<file path="config.mk">
export PLATFORM = sky130hd
export DESIGN_NAME = frame_stats_flat
export DESIGN_NICKNAME = d
export VERILOG_FILES = /design/src/rtl/frame_stats_pkg.sv /design/src/rtl/frame_stats_if.sv /design/src/rtl/frame_stats_regs.sv /design/src/rtl/frame_stats.sv /design/src/flat_wrapper.sv
export SDC_FILE = /design/constraint.sdc
export NUM_CORES = 1
export LEC_CHECK = 0
export CAP_MARGIN = 0
export CORE_MARGIN = 2
export CORE_UTILIZATION = 54
export CTS_BUF_LIST = sky130_fd_sc_hd__clkbuf_8
export CTS_CLUSTER_SIZE = 20
export DETAILED_ROUTE_END_ITERATION = 10
export GPL_TIMING_DRIVEN = 1
export PLACE_DENSITY = 0.72
export SLEW_MARGIN = 20
export SYNTH_ARGS = -nofsm -noshare
export SYNTH_HDL_FRONTEND = slang
export SYNTH_SLANG_ARGS = --single-unit
</file>
<file path="constraint.sdc">
create_clock -name clk -period 4.9 [get_ports clk]
set_input_delay 0.735 -clock clk [delete_from_list [all_inputs] [get_ports clk]]
set_output_delay 0.735 -clock clk [all_outputs]
set_load 0.01 [all_outputs]
</file>
<file path="src/rtl/frame_stats_pkg.sv">
// Shared constants for the frame statistics block: register map, FSM state codes
// and accumulator widths.
package frame_stats_pkg;

    localparam int REG_CTRL      = 0;
    localparam int REG_STATUS    = 1;
    localparam int REG_MIN       = 2;
    localparam int REG_MAX       = 3;
    localparam int REG_SUM_LO    = 4;
    localparam int REG_SUM_HI    = 5;
    localparam int REG_COUNT     = 6;
    localparam int REG_FRAME_CNT = 7;

    // Sum is DATA_WIDTH + SUM_EXT_W bits wide; count and frame counter are COUNT_W bits.
    localparam int SUM_EXT_W = 32;
    localparam int COUNT_W   = 32;

    localparam logic [1:0] S_IDLE  = 2'd0;
    localparam logic [1:0] S_ACCUM = 2'd1;
    localparam logic [1:0] S_LATCH = 2'd2;

endpackage

</file>
<file path="src/rtl/frame_stats_if.sv">
// Register bus between a host and frame_stats: single-cycle write, registered read.
interface frame_stats_if #(
    parameter int ADDR_WIDTH = 4
);
    logic [ADDR_WIDTH-1:0] addr_rel_i;
    logic                  wr_i;
    logic                  rd_i;
    logic [31:0]           datawr_i;
    logic [31:0]           datard_o;

    modport master (output addr_rel_i, wr_i, rd_i, datawr_i, input datard_o);
    modport slave  (input addr_rel_i, wr_i, rd_i, datawr_i, output datard_o);
endinterface

</file>
<file path="src/rtl/frame_stats_regs.sv">
// Register file for frame_stats: bus decode, CTRL/STATUS, SUM_HI hold register
// and the registered read mux.
module frame_stats_regs
    import frame_stats_pkg::*;
#(
    parameter int DATA_WIDTH = 16,
    parameter int ADDR_WIDTH = 4
) (
    input  logic                            clk,
    input  logic                            reset_n,
    frame_stats_if.slave                    bus,
    input  logic                            latch,
    input  logic                            count_sat,
    input  logic [DATA_WIDTH-1:0]           stat_min,
    input  logic [DATA_WIDTH-1:0]           stat_max,
    input  logic [DATA_WIDTH+SUM_EXT_W-1:0] stat_sum,
    input  logic [COUNT_W-1:0]              stat_count,
    input  logic [COUNT_W-1:0]              frame_cnt,
    output logic                            enable
);

    logic [ADDR_WIDTH-1:0] addr;
    logic                  wr_ctrl;
    logic                  wr_status;
    logic                  valid;
    logic                  sat;
    logic [31:0]           sum_hi_hold;
    logic [31:0]           rd_val;
    logic                  unused_wdata;

    assign addr         = bus.addr_rel_i;
    assign wr_ctrl      = bus.wr_i && (addr == ADDR_WIDTH'(REG_CTRL));
    assign wr_status    = bus.wr_i && (addr == ADDR_WIDTH'(REG_STATUS));
    assign unused_wdata = ^bus.datawr_i[31:2];

    always_comb begin
        rd_val = '0;
        case (addr)
            ADDR_WIDTH'(REG_CTRL):      rd_val = {31'b0, enable};
            ADDR_WIDTH'(REG_STATUS):    rd_val = {30'b0, sat, valid};
            ADDR_WIDTH'(REG_MIN):       rd_val = 32'(stat_min);
            ADDR_WIDTH'(REG_MAX):       rd_val = 32'(stat_max);
            ADDR_WIDTH'(REG_SUM_LO):    rd_val = stat_sum[31:0];
            ADDR_WIDTH'(REG_SUM_HI):    rd_val = sum_hi_hold;
            ADDR_WIDTH'(REG_COUNT):     rd_val = stat_count;
            ADDR_WIDTH'(REG_FRAME_CNT): rd_val = frame_cnt;
            default:                    rd_val = '0;
        endcase
    end

    // Status set from LATCH dominates a simultaneous write-1-to-clear.
    always_ff @(posedge clk) begin
        if (!reset_n) begin
            enable       <= 1'b0;
            valid        <= 1'b0;
            sat          <= 1'b0;
            sum_hi_hold  <= '0;
            bus.datard_o <= '0;
        end else begin
            if (wr_ctrl)
                enable <= bus.datawr_i[0];
            valid <= latch | (valid & ~(wr_status & bus.datawr_i[0]));
            sat   <= (latch & count_sat) | (sat & ~(wr_status & bus.datawr_i[1]));
            if (bus.rd_i) begin
                bus.datard_o <= rd_val;
                if (addr == ADDR_WIDTH'(REG_SUM_LO))
                    sum_hi_hold <= 32'(stat_sum >> SUM_EXT_W);
            end
        end
    end

endmodule

</file>
<file path="src/rtl/frame_stats.sv">
// Per-frame pixel statistics (min, max, sum, count, frame counter) with a
// one-cycle registered video pass-through.
module frame_stats
    import frame_stats_pkg::*;
#(
    parameter int DATA_WIDTH = 16,
    parameter int ADDR_WIDTH = 4
) (
    input  logic                  clk,
    input  logic                  reset_n,
    input  logic                  in_fv,
    input  logic                  in_dv,
    input  logic [DATA_WIDTH-1:0] in_data,
    output logic                  out_fv,
    output logic                  out_dv,
    output logic [DATA_WIDTH-1:0] out_data,
    frame_stats_if.slave          bus
);

    localparam int SUM_W = DATA_WIDTH + SUM_EXT_W;

    logic [1:0]            state;
    logic                  fv_q;
    logic                  enable;
    logic                  pix;
    logic                  frame_start;
    logic                  frame_end;
    logic                  latch;
    logic                  count_full;

    logic [DATA_WIDTH-1:0] w_min, w_max, base_min, base_max, upd_min, upd_max;
    logic [SUM_W-1:0]      w_sum, base_sum, upd_sum;
    logic [COUNT_W-1:0]    w_count, base_count, upd_count;

    logic [DATA_WIDTH-1:0] stat_min, stat_max;
    logic [SUM_W-1:0]      stat_sum;
    logic [COUNT_W-1:0]    stat_count, frame_cnt;

    assign pix         = in_fv & in_dv;
    assign frame_start = (state == S_IDLE) & enable & in_fv & ~fv_q;
    assign frame_end   = (state == S_ACCUM) & ~in_fv & fv_q;
    assign latch       = (state == S_LATCH);

    // In IDLE the update is computed from the frame-start values, so a pixel on
    // the rising-edge cycle is folded into the freshly initialised accumulators.
    always_comb begin
        base_min   = (state == S_IDLE) ? '1 : w_min;
        base_max   = (state == S_IDLE) ? '0 : w_max;
        base_sum   = (state == S_IDLE) ? '0 : w_sum;
        base_count = (state == S_IDLE) ? '0 : w_count;
        count_full = (base_count == '1);
        upd_min    = (in_data < base_min) ? in_data : base_min;
        upd_max    = (in_data > base_max) ? in_data : base_max;
        upd_sum    = count_full ? base_sum : base_sum + SUM_W'(in_data);
        upd_count  = count_full ? base_count : base_count + COUNT_W'(1);
    end

    always_ff @(posedge clk) begin
        if (!reset_n) begin
            out_fv     <= 1'b0;
            out_dv     <= 1'b0;
            out_data   <= '0;
            fv_q       <= 1'b0;
            state      <= S_IDLE;
            w_min      <= '1;
            w_max      <= '0;
            w_sum      <= '0;
            w_count    <= '0;
            stat_min   <= '1;
            stat_max   <= '0;
            stat_sum   <= '0;
            stat_count <= '0;
            frame_cnt  <= '0;
        end else begin
            out_fv   <= in_fv;
            out_dv   <= in_dv;
            out_data <= in_data;
            fv_q     <= in_fv;
            case (state)
                S_IDLE: begin
                    if (frame_start) begin
                        state   <= S_ACCUM;
                        w_min   <= pix ? upd_min   : base_min;
                        w_max   <= pix ? upd_max   : base_max;
                        w_sum   <= pix ? upd_sum   : base_sum;
                        w_count <= pix ? upd_count : base_count;
                    end
                end
                S_ACCUM: begin
                    if (frame_end) begin
                        state <= S_LATCH;
                    end else if (pix) begin
                        w_min   <= upd_min;
                        w_max   <= upd_max;
                        w_sum   <= upd_sum;
                        w_count <= upd_count;
                    end
                end
                S_LATCH: begin
                    stat_min   <= w_min;
                    stat_max   <= w_max;
                    stat_sum   <= w_sum;
                    stat_count <= w_count;
                    frame_cnt  <= frame_cnt + COUNT_W'(1);
                    state      <= S_IDLE;
                end
                default: state <= S_IDLE;
            endcase
        end
    end

    frame_stats_regs #(
        .DATA_WIDTH (DATA_WIDTH),
        .ADDR_WIDTH (ADDR_WIDTH)
    ) u_regs (
        .clk        (clk),
        .reset_n    (reset_n),
        .bus        (bus),
        .latch      (latch),
        .count_sat  (w_count == '1),
        .stat_min   (stat_min),
        .stat_max   (stat_max),
        .stat_sum   (stat_sum),
        .stat_count (stat_count),
        .frame_cnt  (frame_cnt),
        .enable     (enable)
    );

endmodule

</file>
<file path="src/flat_wrapper.sv">
// flat-port wrapper written by rule: the top's interface ports become plain ports
module frame_stats_flat import frame_stats_pkg::*;
#(
    parameter int DATA_WIDTH = 16,
    parameter int ADDR_WIDTH = 4
)
  (clk, reset_n, in_fv, in_dv, in_data, out_fv, out_dv, out_data, bus_addr_rel_i, bus_wr_i, bus_rd_i, bus_datawr_i, bus_datard_o);
  frame_stats_if #(.ADDR_WIDTH(ADDR_WIDTH)) bus_i ();
  input  logic clk;
  input  logic reset_n;
  input  logic in_fv;
  input  logic in_dv;
  input  logic [DATA_WIDTH-1:0] in_data;
  output logic out_fv;
  output logic out_dv;
  output logic [DATA_WIDTH-1:0] out_data;
  input wire logic [$bits(bus_i.addr_rel_i)-1:0] bus_addr_rel_i;
  input wire logic [$bits(bus_i.wr_i)-1:0] bus_wr_i;
  input wire logic [$bits(bus_i.rd_i)-1:0] bus_rd_i;
  input wire logic [$bits(bus_i.datawr_i)-1:0] bus_datawr_i;
  output wire logic [$bits(bus_i.datard_o)-1:0] bus_datard_o;
  assign bus_i.addr_rel_i = bus_addr_rel_i;
  assign bus_i.wr_i = bus_wr_i;
  assign bus_i.rd_i = bus_rd_i;
  assign bus_i.datawr_i = bus_datawr_i;
  assign bus_datard_o = bus_i.datard_o;
  frame_stats #(.DATA_WIDTH(DATA_WIDTH), .ADDR_WIDTH(ADDR_WIDTH)) u_core (.clk(clk), .reset_n(reset_n), .in_fv(in_fv), .in_dv(in_dv), .in_data(in_data), .out_fv(out_fv), .out_dv(out_dv), .out_data(out_data), .bus(bus_i));
endmodule
</file>
==> results of run 1 <==
==> flip-flops by register name, indices dropped and copies added (netlist names), 32 cells and up <==
name	count
u_core.w_count	32
u_core.frame_cnt	32
u_core.stat_sum	48
u_core.w_sum	48
u_core.u_regs.bus.datard_o	32
u_core.stat_count	32
==> cells by family after synthesis <==
kind of cell    count (synthesis)  synth area share
compound gates                430            0.1831
xor+xnor                       69           0.04023
flops                         327            0.4357
buf+inv                       135           0.03540
simple gates                  816            0.2432
mux                            28           0.02015
fa+ha+maj                      50           0.04214
==> metrics by stage <==
step | std cells | hold WS, ps | cell area [um^2]
finish | 2324 | 452.4 | 17200
global route | 2324 | 468.5 | 17200
CTS | 2324 | 452.2 | 17200
detailed placement | 2231 | 444.1 | 16120
global placement | 2231 | 439.4 | 16120
floorplan | 1855 | 432.1 | 15020
==> worst max-delay path: stages (launching register included) <==
cell and delay, ps:
dfxtp_1 580, or2_2 670, and2_1 220, ha_1 290, nor3_1 430, nor3_1 110
a2111oi_0 700, a21oi_1 370, o21ai_2 570, o311ai_0 190, a21oi_1 170
==> synthesized netlist by cell type, types with 3 or more instances <==
cell type	n	area, um^2
nand2_1	394	1479
dfxtp_1	327	6546
a21oi_1	181	905.9
nor2_1	159	596.8
clkbuf_1	99	371.6
nand3_1	72	360.4
o21ai_0	54	270.3
ha_1	49	613.1
and2_1	41	256.5
xor2_1	39	341.6
a22oi_1	38	285.3
nand4_1	35	219.0
nor3_1	34	170.2
xnor2_1	30	262.8
a22o_1	25	219.0
a221oi_1	20	175.2
a31oi_1	19	118.9
and3_1	19	118.9
mux2_2	18	202.7
inv_1	17	63.81
a21o_1	14	105.1
nor4_1	14	87.58
o211ai_1	13	97.59
mux2i_1	10	100.1
a211o_1	9	78.83
o22a_1	9	78.83
or3_1	9	56.30
buf_1	8	30.03
buf_2	8	40.04
nand2b_1	8	50.05
and4_1	7	61.31
o2111ai_1	6	52.55
or2_2	6	37.54
a211oi_1	5	37.54
a31o_2	5	43.79
nor2b_1	4	25.02
o21a_1	4	30.03
a2111oi_0	3	26.28
nor3_2	3	30.03
o21bai_1	3	22.52
==> layer usage <==
| metal | vias to the layer above | global-route usage |
|---|---|---|
| met1 | 6612 | 0.4278 |
| li1 | 6632 | - |
| met2 | 538 | 0.4314 |
| met4 | 0 | 0.08175 |
| met3 | 66 | 0.06014 |
| met5 | - | 0 |
==> worst max path at each step <==
stage                               start                to  slack (ps)  depth (start not counted)
after floorplan           u_core.state[1]  u_core.w_sum[29]        1220                         15
after global placement    u_core.state[0]  u_core.w_sum[47]         820                         10
after detailed placement  u_core.state[0]  u_core.w_sum[47]         710                         10
after CTS                 u_core.state[0]  u_core.w_sum[47]         670                         10
after global routing      u_core.state[0]  u_core.w_sum[47]         200                         10
final                     u_core.state[0]  u_core.w_sum[47]         490                         10
==> report_power, final <==
| part | internal [mW] | switching (mW) |
|---|---|---|
| Clock | 1.28 | 1.09 |
| Sequential | 2.67 | 0.00861 |
| Combinational | 0.0974 | 0.167 |
==> layout make-up <==
class,count,area (um^2)
clock inverters,22,97.59
multi-input cells,1393,7978
well taps,378,473.0
clock buffers,71,977.2
flip-flops and latches,327,6546
repair buffers,115,1051
fillers,2434,10360
inverters,18,72.57
==> summary.txt, run 1 <==
CTS
  – Worst-path clk slew: 60 ps
  – Worst skew pair latency: 590 ps
  – # clock sinks: 327
  – Post-CTS sizing: 0
  – CTS Buffer Depth: 3
  – H-Tree Depth: 2
  – Cts hold-fix bufs: 0
  – CTS tree: built
  – Num CTS Buffers: 53
  – Clock root buffer: clkbuf_8
  – Post CTS Setup Buffer Count: 0

Detailed routing
  – Remaining DRCs: 0
  – M1 WL: 19.63 mm
  – Met3 routed WL: ~3.8 mm
  – DR top layer: met4
  – Drt first pass iters: 8
  – Routed vias: 13850
  – Drt wl/cell: 18.51 um
  – Final ANT Viol Nets: 0
  – Final WL: between 40 and 50 mm
  – Drt via density: 5.959
  – DR WL met2: around 19 mm
  – Initial DRC count: 1481

Timing
  – Clk_skew: approximately 14 ps
  – Fin crit share: 0.9008
  – PnR worst setup slack: 485.9 ps
  – Slew @ Worst Pin: 1051 ps
  – Fmax: approximately 230 MHz
  – Slew margin rel.: 0.2969
  – Final TNS setup: 0 ps
  – RSZ-0062 raised after global routing: false
  – Setup-failing EPs final: 0
  – Count of final max-slew check failures: 0
  – Tmin final: between 4000 and 5000 ps
  – Final hold violation count: 0

Place
  – PortBufs: 77
  – HPWL after DPL: 29.41 mm
  – Dpl ws: between 700 and 800 ps
  – GPL Wtd Cong: 0.9385

GRT
  – Initial antenna violation count: 0
  – GRT overflow: 0
  – Pin count of the biggest net entering global routing: between 100 and 150
  – GRT Overall Usage: 0.2914
  – First-pass GRT wire length: roughly 67 mm
  – Number of global-route vias before repair: ~12000

Synth
  – Post-synth ARST share: 0
  – Synth Warn #: 0
  – Syn Inst Count: about 1900
  – Synthesized flop and latch total: 327
  – Post-synth cell types: just under 70
  – Cell Area, Synth: 0.01502 mm^2
  – Sequential-to-total area share from yosys stat: 0.4357
  – Top_reg_cell synth: dfxtp_1
  – Mean post-synth cell area: ~8.1 um^2
  – Mapped Nets: between 1500 and 2000
  – Post-synth EDFFs: 0

Power and ir drop
  – P_leak: 6.147 nW
  – Pwr Density: 309.3 mW/mm^2
  – Worst VDD drop: 0.1632 mV
  – Pwr Total: ~5.3 mW

Min path
  – Hold Path Origin: u_core.stat_count[28]
  – Worst hold path depth: 2
  – Hold worst-path end: u_core.stat_count[28]
  – HP Class: flop to flop

Setup path
  – Reg-to-Reg End: u_core.w_sum[47]
  – Worst Reg-to-Reg Cells: 10
  – Critical path type: flop to flop
  – Crit start category: flop
  – Critical Path Sink Type: flop
  – Worst EP required: roughly 5400 ps
  – Worst r2r src: u_core.state[0]
  – Reg-to-reg slack, setup: 490 ps
  – Arrival time at the worst endpoint: between 4000 and 5000 ps
  – CP max FO: 37

Die
  – Die Height: 170.8 um
  – Initial Util: 0.5453
  – CORE AREA: 0.02755 mm^2
  – # IOs: 108
  – Cell Rows: 61
  – Die area: 0.02917 mm^2
  – Die X: 170.8 um

Run
  – Max-cap violations: 0

Cells and area
  – Commonest non-fill, non-tap cell in the layout: nand2_1
  – Nets: 2016
  – Layout cell share with drive strength beyond 1: 0.08325
  – Most frequent cells in the layout: 394 x nand2_1, 327 x dfxtp_1, 181 x a21oi_1, 159 x nor2_1, 76 x clkdlybuf4s50_1
  – Final Util: 0.6241
  – # diodes: 0
  – Layout area overhead: 14.46%

Outcome
  – Status: complete, no violations
No activity file was read; power rests on OpenSTA's default activity.
==> run 2, diff against run 1 <==
--- a/config.mk
+++ b/config.mk
@@ -6,13 +6,14 @@
 export NUM_CORES = 1
 export LEC_CHECK = 0
 export CAP_MARGIN = 0
-export CORE_MARGIN = 2
+export CORE_MARGIN = 5
 export CORE_UTILIZATION = 54
 export CTS_BUF_LIST = sky130_fd_sc_hd__clkbuf_8
 export CTS_CLUSTER_SIZE = 20
 export DETAILED_ROUTE_END_ITERATION = 10
 export GPL_TIMING_DRIVEN = 1
-export PLACE_DENSITY = 0.72
+export PLACE_DENSITY = 0.75
+export SKIP_LAST_GASP = 1
 export SLEW_MARGIN = 20
 export SYNTH_ARGS = -nofsm -noshare
 export SYNTH_HDL_FRONTEND = slang
==> constraint.sdc (replaced) <==
create_clock -name clk -period 3.7 [get_ports clk]
set_input_delay 0.555 -clock clk [delete_from_list [all_inputs] [get_ports clk]]
set_output_delay 0.555 -clock clk [all_outputs]
set_load 0.01 [all_outputs]
==> summary.txt, run 2 (synthesis results as in run 1) <==
GRT
  – Number of global-route vias before repair: 12850 (+4.4%)
  – Initial antenna violation count: 0 (unchanged)
  – GRT overflow: 0 (unchanged)
  – Pin count of the biggest net entering global routing: 98 (-3.9%)
  – First-pass GRT wire length: 68.19 mm (+1.7%)
  – GRT Overall Usage: 0.2697 (-0.02169)

Timing
  – Count of final max-slew check failures: 0 (unchanged)
  – Final hold violation count: 0 (unchanged)
  – Final TNS setup: 0 ps (unchanged)
  – Clk_skew: 23.01 ps (+8.521 ps)
  – Slew @ Worst Pin: 1044 ps (-6.296 ps)
  – Fin crit share: 0.9342 (+0.03333)
  – Tmin final: 3456 ps (-957.7 ps)
  – RSZ-0062 raised after global routing: false
  – Setup-failing EPs final: 0 (unchanged)
  – Fmax: 289.3 MHz (+28%)
  – Slew margin rel.: 0.3037 (+0.006786)

Power and ir drop
  – P_leak: 6.267 nW (+1.9%)
  – Worst VDD drop: 0.2382 mV (+46%)
  – Pwr Density: 399.3 mW/mm^2 (+29%)

CTS
  – # clock sinks: 327 (unchanged)
  – Num CTS Buffers: 52 (-1.9%)
  – Post CTS Setup Buffer Count: 0 (unchanged)
  – CTS Buffer Depth: 3 (unchanged)
  – Worst-path clk slew: 60 ps (about the same)
  – CTS tree: built
  – H-Tree Depth: 2 (unchanged)
  – Worst skew pair latency: 580 ps (about the same)
  – Clock root buffer: clkbuf_8
  – Cts hold-fix bufs: 0 (unchanged)

Die
  – # IOs: 108 (unchanged)
  – Die area: 0.03126 mm^2 (+7.1%)
  – Die Height: 176.8 um (+3.5%)
  – Die X: 176.8 um (+3.5%)
  – CORE AREA: 0.02763 mm^2 (+0.28%)
  – Cell Rows: 61 (unchanged)
  – Initial Util: 0.5437 (-0.001506)

Place
  – PortBufs: 77 (unchanged)
  – Placed insts: 2259 (+1.3%)
  – GPL Wtd Cong: 0.9063 (-3.4%)
  – HPWL after DPL: 30.36 mm (+3.2%)

Run
  – Max-cap violations: 0 (unchanged)

Detailed routing
  – Final ANT Viol Nets: 0 (unchanged)
  – Drt first pass iters: 6 (-2)
  – Routed vias: 13870 (+0.12%)
  – Drt via density: 5.905 (-0.90%)
  – Final WL: 43.08 mm (+0.18%)
  – Drt wl/cell: 18.35 um (-0.85%)
  – Remaining DRCs: 0 (unchanged)
  – Initial DRC count: 1637 (+11%)

Setup path
  – Critical path type: flop to flop
  – Reg-to-reg slack, setup: 240 ps (-240 ps)
  – CP max FO: 32 (-14%)
  – Worst Reg-to-Reg Cells: 12 (+2)
  – Worst EP required: 4220 ps (-1190 ps)
  – CP Launch Point: u_core.state[0]
  – Critical Path Sink Type: flop
  – Worst r2r src: u_core.state[0]
  – Arrival time at the worst endpoint: 3970 ps (-950 ps)
  – Crit path to: u_core.w_sum[11]
  – Reg-to-Reg End: u_core.w_sum[11]
  – CP most frequent cell: buf_4
  – Max incr delay on CP: 510 ps (-190 ps)
  – Crit path cell chain: or2_2, buf_12, and2_1, ha_1, o2111ai_1, nor4_1, and3_1, nor2_1, buf_4, nor3_1, buf_4, a22o_1
  – Crit start category: flop
  – Slowest cell on the critical path: nor4_1

Cells and area
  – Commonest non-fill, non-tap cell in the layout: nand2_1
  – Most frequent cells in the layout: 394 x nand2_1, 327 x dfxtp_1, 181 x a21oi_1, 159 x nor2_1, 76 x clkdlybuf4s50_1
  – Biggest regs: u_core.stat_sum: 48 flops, u_core.w_sum: 48 flops
  – Nets: 2043 (+1.3%)
  – Layout area overhead: 15.67%
  – Layout cell share with drive strength beyond 1: 0.09543 (+0.01218)
  – Layout Cells excl Fill: 2348 (+1.0%)
  – Final Util: 0.6289 (+0.004843)
  – # diodes: 0 (unchanged)

Outcome
  – Status: complete, no violations

Min path
  – HP Class: input pin to flop
==> run 2: cell count changes in the layout (fill, tap and decap cells not counted), sizes merged <==
cell	previous run	this run
clkinvlp	2	0
clkinv	6	11
bufinv	0	1
inv	32	31
clkbuf	71	64
buf	39	67
==> run 2: metal layers <==
metal,track usage,vias to the layer above,wire length [um]
met5,0,-,0
met4,0.08188,0,1067
met3,0.06345,78,4127
met2,0.4028,549,18560
met1,0.3887,6559,19320
li1,-,6679,-
==> run 2: worst max-delay path, delay by kind of cell (launching register included) <==
kind                       cells  cell delay (ps)
buffers and inverters          3              770
DFF                            1              320
and+or+nand+nor                6             1710
adders and majority gates      1              180
AOI/OAI and AO/OA              2              400
==> run 2: worst min-delay path by stage <==
stage,slack [ps],endpoint,startpoint,cells after the start
2_1_floorplan,430,u_core.u_regs.sum_hi_hold[0],u_core.stat_sum[32],2
3_3_place_gp,440,u_core.u_regs.sum_hi_hold[5],u_core.stat_sum[37],2
3_5_place_dp,450,u_core.stat_count[3],u_core.stat_count[3],2
4_1_cts,340,u_core.w_sum[42],reset_n,3
5_1_grt,360,u_core.w_sum[42],reset_n,3
6_report,360,u_core.w_sum[42],reset_n,3
==> run 2: timing repair <==
item / in CTS / in global routing
endpoints found under the setup margin: 0 / 12
hold endpoints to repair: 0 / 0
gates resized for setup: 0 / 2
==> run 2: area by class of cell <==
| type | count | area (um^2) |
|---|---|---|
| Tap cell | 378 | 473.0 |
| Clock inverter | 25 | 133.9 |
| Inverter | 18 | 72.57 |
| Multi-Input combinational cell | 1393 | 7984 |
| Timing Repair Buffer | 143 | 1286 |
| Fill cell | 2473 | 10250 |
| Clock buffer | 64 | 880.8 |
| Sequential cell | 327 | 6546 |
==> run 2: through the flow <==
stage	setup slack (ps)	total power, mW	hold WS, ps	instance area [um^2]
floorplan	21.66	3.808	432.1	15020
global placement	132.3	3.978	440.5	16360
detailed placement	120.1	3.984	446.3	16360
CTS	185.2	6.973	340.4	17370
global route	9.997	7.175	358.2	17380
finish	243.6	6.938	361.0	17380
==> run 2: report_power, final <==
| part | internal, mW | leakage (nW) | switching [mW] |
|---|---|---|---|
| Clock | 1.62 | 0.587 | 1.40 |
| Sequential | 3.54 | 2.64 | 0.0114 |
| Combinational | 0.138 | 3.04 | 0.222 |
| Total | 5.30 | 6.27 | 1.64 |
==> run 3, diff against run 2 <==
--- a/config.mk
+++ b/config.mk
@@ -12,7 +12,7 @@
 export CTS_CLUSTER_SIZE = 20
 export DETAILED_ROUTE_END_ITERATION = 10
 export GPL_TIMING_DRIVEN = 1
-export PLACE_DENSITY = 0.75
+export PLACE_DENSITY = 0.72
 export SKIP_LAST_GASP = 1
 export SLEW_MARGIN = 20
 export SYNTH_ARGS = -nofsm -noshare
==> constraint.sdc (replaced) <==
create_clock -name clk -period 3.4 [get_ports clk]
set_input_delay 0.51 -clock clk [delete_from_list [all_inputs] [get_ports clk]]
set_output_delay 0.51 -clock clk [all_outputs]
set_load 0.01 [all_outputs]
==> summary.txt, run 3 (synthesis results as in run 1) <==
Outcome
  – Status: complete, no violations

Cells and area
  – Most frequent cells in the layout: 394 x nand2_1, 327 x dfxtp_1, 178 x a21oi_1, 159 x nor2_1, 89 x buf_4
  – # diodes: 0 (unchanged)
  – Finished Cell Area: 0.01777 mm^2 (+2.2%)
  – Commonest non-fill, non-tap cell in the layout: nand2_1
  – Layout Cells excl Fill: 2381 (+1.4%)
  – Biggest regs: u_core.stat_sum: 48 flops, u_core.w_sum: 48 flops
  – Layout area overhead: 18.26%
  – Nets: 2070 (+1.3%)
  – Layout cell share with drive strength beyond 1: 0.1118 (+0.01640)

Setup path
  – Buf/Inv on CP: 3 (unchanged)
  – Crit start category: flop
  – Worst Reg-to-Reg Cells: 13 (+1)
  – Critical Path Sink Type: flop
  – Critical path type: flop to flop
  – Worst r2r src: u_core.state[1]
  – CP most frequent cell: buf_4
  – Arrival time at the worst endpoint: 3640 ps (-330 ps)
  – Reg-to-Reg End: u_core.w_sum[13]
  – CP max FO: 18 (-44%)
  – Crit-path leading delay family: simple AND/OR/NAND/NOR gates
  – Slowest cell on the critical path: nor4_2
  – Max incr delay on CP: 460 ps (-50 ps)
  – Worst EP required: 3880 ps (-340 ps)
  – Reg-to-reg slack, setup: 240 ps (about the same)
  – Crit path cell chain: or2_4, buf_4, and2_1, ha_1, o2111ai_1, nor4_2, and3_2, nor2_1, buf_4, nor3_1, buf_4, nand2_1, o21ai_0

Die
  – Die X: 176.8 um (unchanged)
  – CORE AREA: 0.02763 mm^2 (unchanged)
  – Initial Util: 0.5437 (unchanged)
  – # IOs: 108 (unchanged)
  – Die area: 0.03126 mm^2 (unchanged)
  – Cell Rows: 61 (unchanged)
  – Die Height: 176.8 um (unchanged)

Power and ir drop
  – P_leak: 6.462 nW (+3.1%)
  – Pwr Density: 445.6 mW/mm^2 (+12%)
  – Worst VDD drop: 0.2934 mV (+23%)

Detailed routing
  – Final WL: 43.44 mm (+0.82%)
  – Drt first pass iters: 6 (unchanged)
  – Final ANT Viol Nets: 0 (unchanged)
  – Routed vias: 13980 (+0.82%)
  – Drt wl/cell: 18.24 um (-0.57%)
  – Remaining DRCs: 0 (unchanged)
  – Initial DRC count: 1492 (-8.9%)
  – Drt via density: 5.871 (-0.58%)

CTS
  – CTS tree: built
  – Clock root buffer: clkbuf_8
  – CTS Buffer Depth: 3 (unchanged)
  – Num CTS Buffers: 54 (+3.8%)
  – Worst-path clk slew: 60 ps (about the same)
  – Worst skew pair latency: 580 ps (about the same)
  – # clock sinks: 327 (unchanged)
  – Post CTS Setup Buffer Count: 0 (unchanged)
  – H-Tree Depth: 2 (unchanged)

Timing
  – Fmax: 316.4 MHz (+9.3%)
  – Count of final max-slew check failures: 0 (unchanged)
  – Setup-failing EPs final: 0 (unchanged)
  – Slew @ Worst Pin: 913.7 ps (-130.8 ps)
  – Slew margin rel.: 0.3886 (+0.08489)
  – RSZ-0062 raised after global routing: true
  – Fin crit share: 0.9297 (-0.004466)
  – Final hold violation count: 0 (unchanged)
  – PnR worst setup slack: 239.0 ps (-4.566 ps)
  – Hold slack final: 276.8 ps (-84.19 ps)
  – Tmin final: 3161 ps (-295.4 ps)
  – Clk_skew: 18.42 ps (-4.594 ps)

Min path
  – HP Class: input pin to flop
  – Worst hold path depth: 2 (-1)
  – Hold worst-path end: u_core.out_data[12]
  – Hold Path Origin: reset_n

GRT
  – First-pass GRT wire length: 68.57 mm (+0.55%)
  – Pin count of the biggest net entering global routing: 94 (-4.1%)
  – GRT overflow: 0 (unchanged)
  – Number of global-route vias before repair: 12770 (-0.69%)
  – GRT Overall Usage: 0.2716 (+0.001931)
  – Initial antenna violation count: 0 (unchanged)

Place
  – DP Area: 0.01659 mm^2 (+1.4%)
  – PortBufs: 77 (unchanged)
  – GPL Wtd Cong: 0.9071 (about the same)
  – HPWL after DPL: 31.06 mm (+2.3%)
  – Placed insts: 2284 (+1.1%)
  – Dpl ws: -164.7 ps (-284.7 ps)

Run
  – Max-cap violations: 0 (unchanged)
[run 3: changes by cell type in the layout (fill, tap and decap cells not counted), sizes merged]
cell	previous run	this run
buf	67	92
bufinv	1	4
clkbuf	64	66
clkinv	11	7
clkinvlp	0	3
inv	31	35
[run 3: worst max path at each step]
stage	startpoint	to	slack, ps	depth (start not counted)
floorplan	u_core.state[1]	u_core.w_sum[29]	-8	16
global placement	in_data[0]	u_core.w_sum[22]	-90	10
detailed placement	in_data[0]	u_core.w_sum[22]	-160	10
CTS	u_core.state[0]	u_core.w_sum[13]	60	13
global route	u_core.state[0]	u_core.w_sum[2]	-40	13
finish	u_core.state[1]	u_core.w_sum[13]	240	13
[run 3: stage by stage]
| step | TNS, ps | util | power [mW] |
|---|---|---|---|
| final | 0 | 0.6431 | 7.917 |
| after CTS | 0 | 0.6424 | 7.968 |
| after global placement | -290.6 | 0.6004 | 4.348 |
| after floorplan | -7.616 | - | 4.145 |
| after detailed placement | -643.7 | 0.6004 | 4.355 |
| after global routing | -188.8 | 0.6431 | 8.168 |
[run 3: what timing repair did]
action | in CTS | in global routing
resized for setup | 1 | 4
hold buffers | 0 | 0
pin swaps | 0 | 1
endpoints found under the setup margin | 1 | 31
[run 3: area by class of cell]
| type | instances | area [um^2] |
|---|---|---|
| fill | 2423 | 9862 |
| multi-input combinational | 1393 | 8044 |
| sequential | 327 | 6546 |
| timing repair buffer | 168 | 1474 |
| clock buffer | 66 | 908.4 |
| tap | 378 | 473.0 |
| clock inverter | 31 | 249.0 |
| inverter | 18 | 72.57 |
[run 3: power by group]
part           switching [mW]  internal (mW)
clock network            1.58           2.06
registers              0.0116           3.86
logic                   0.250          0.162
total                    1.84           6.08
[run 3: metal layers]
metal	routed length, um	share of wire	up-vias	global-route usage
met5	0	0	-	0
li1	-	-	6735	-
met2	18950	0.44	516	0.4100
met4	956	0.022	0	0.06931
met3	3576	0.082	75	0.03632
met1	19960	0.46	6652	0.4109
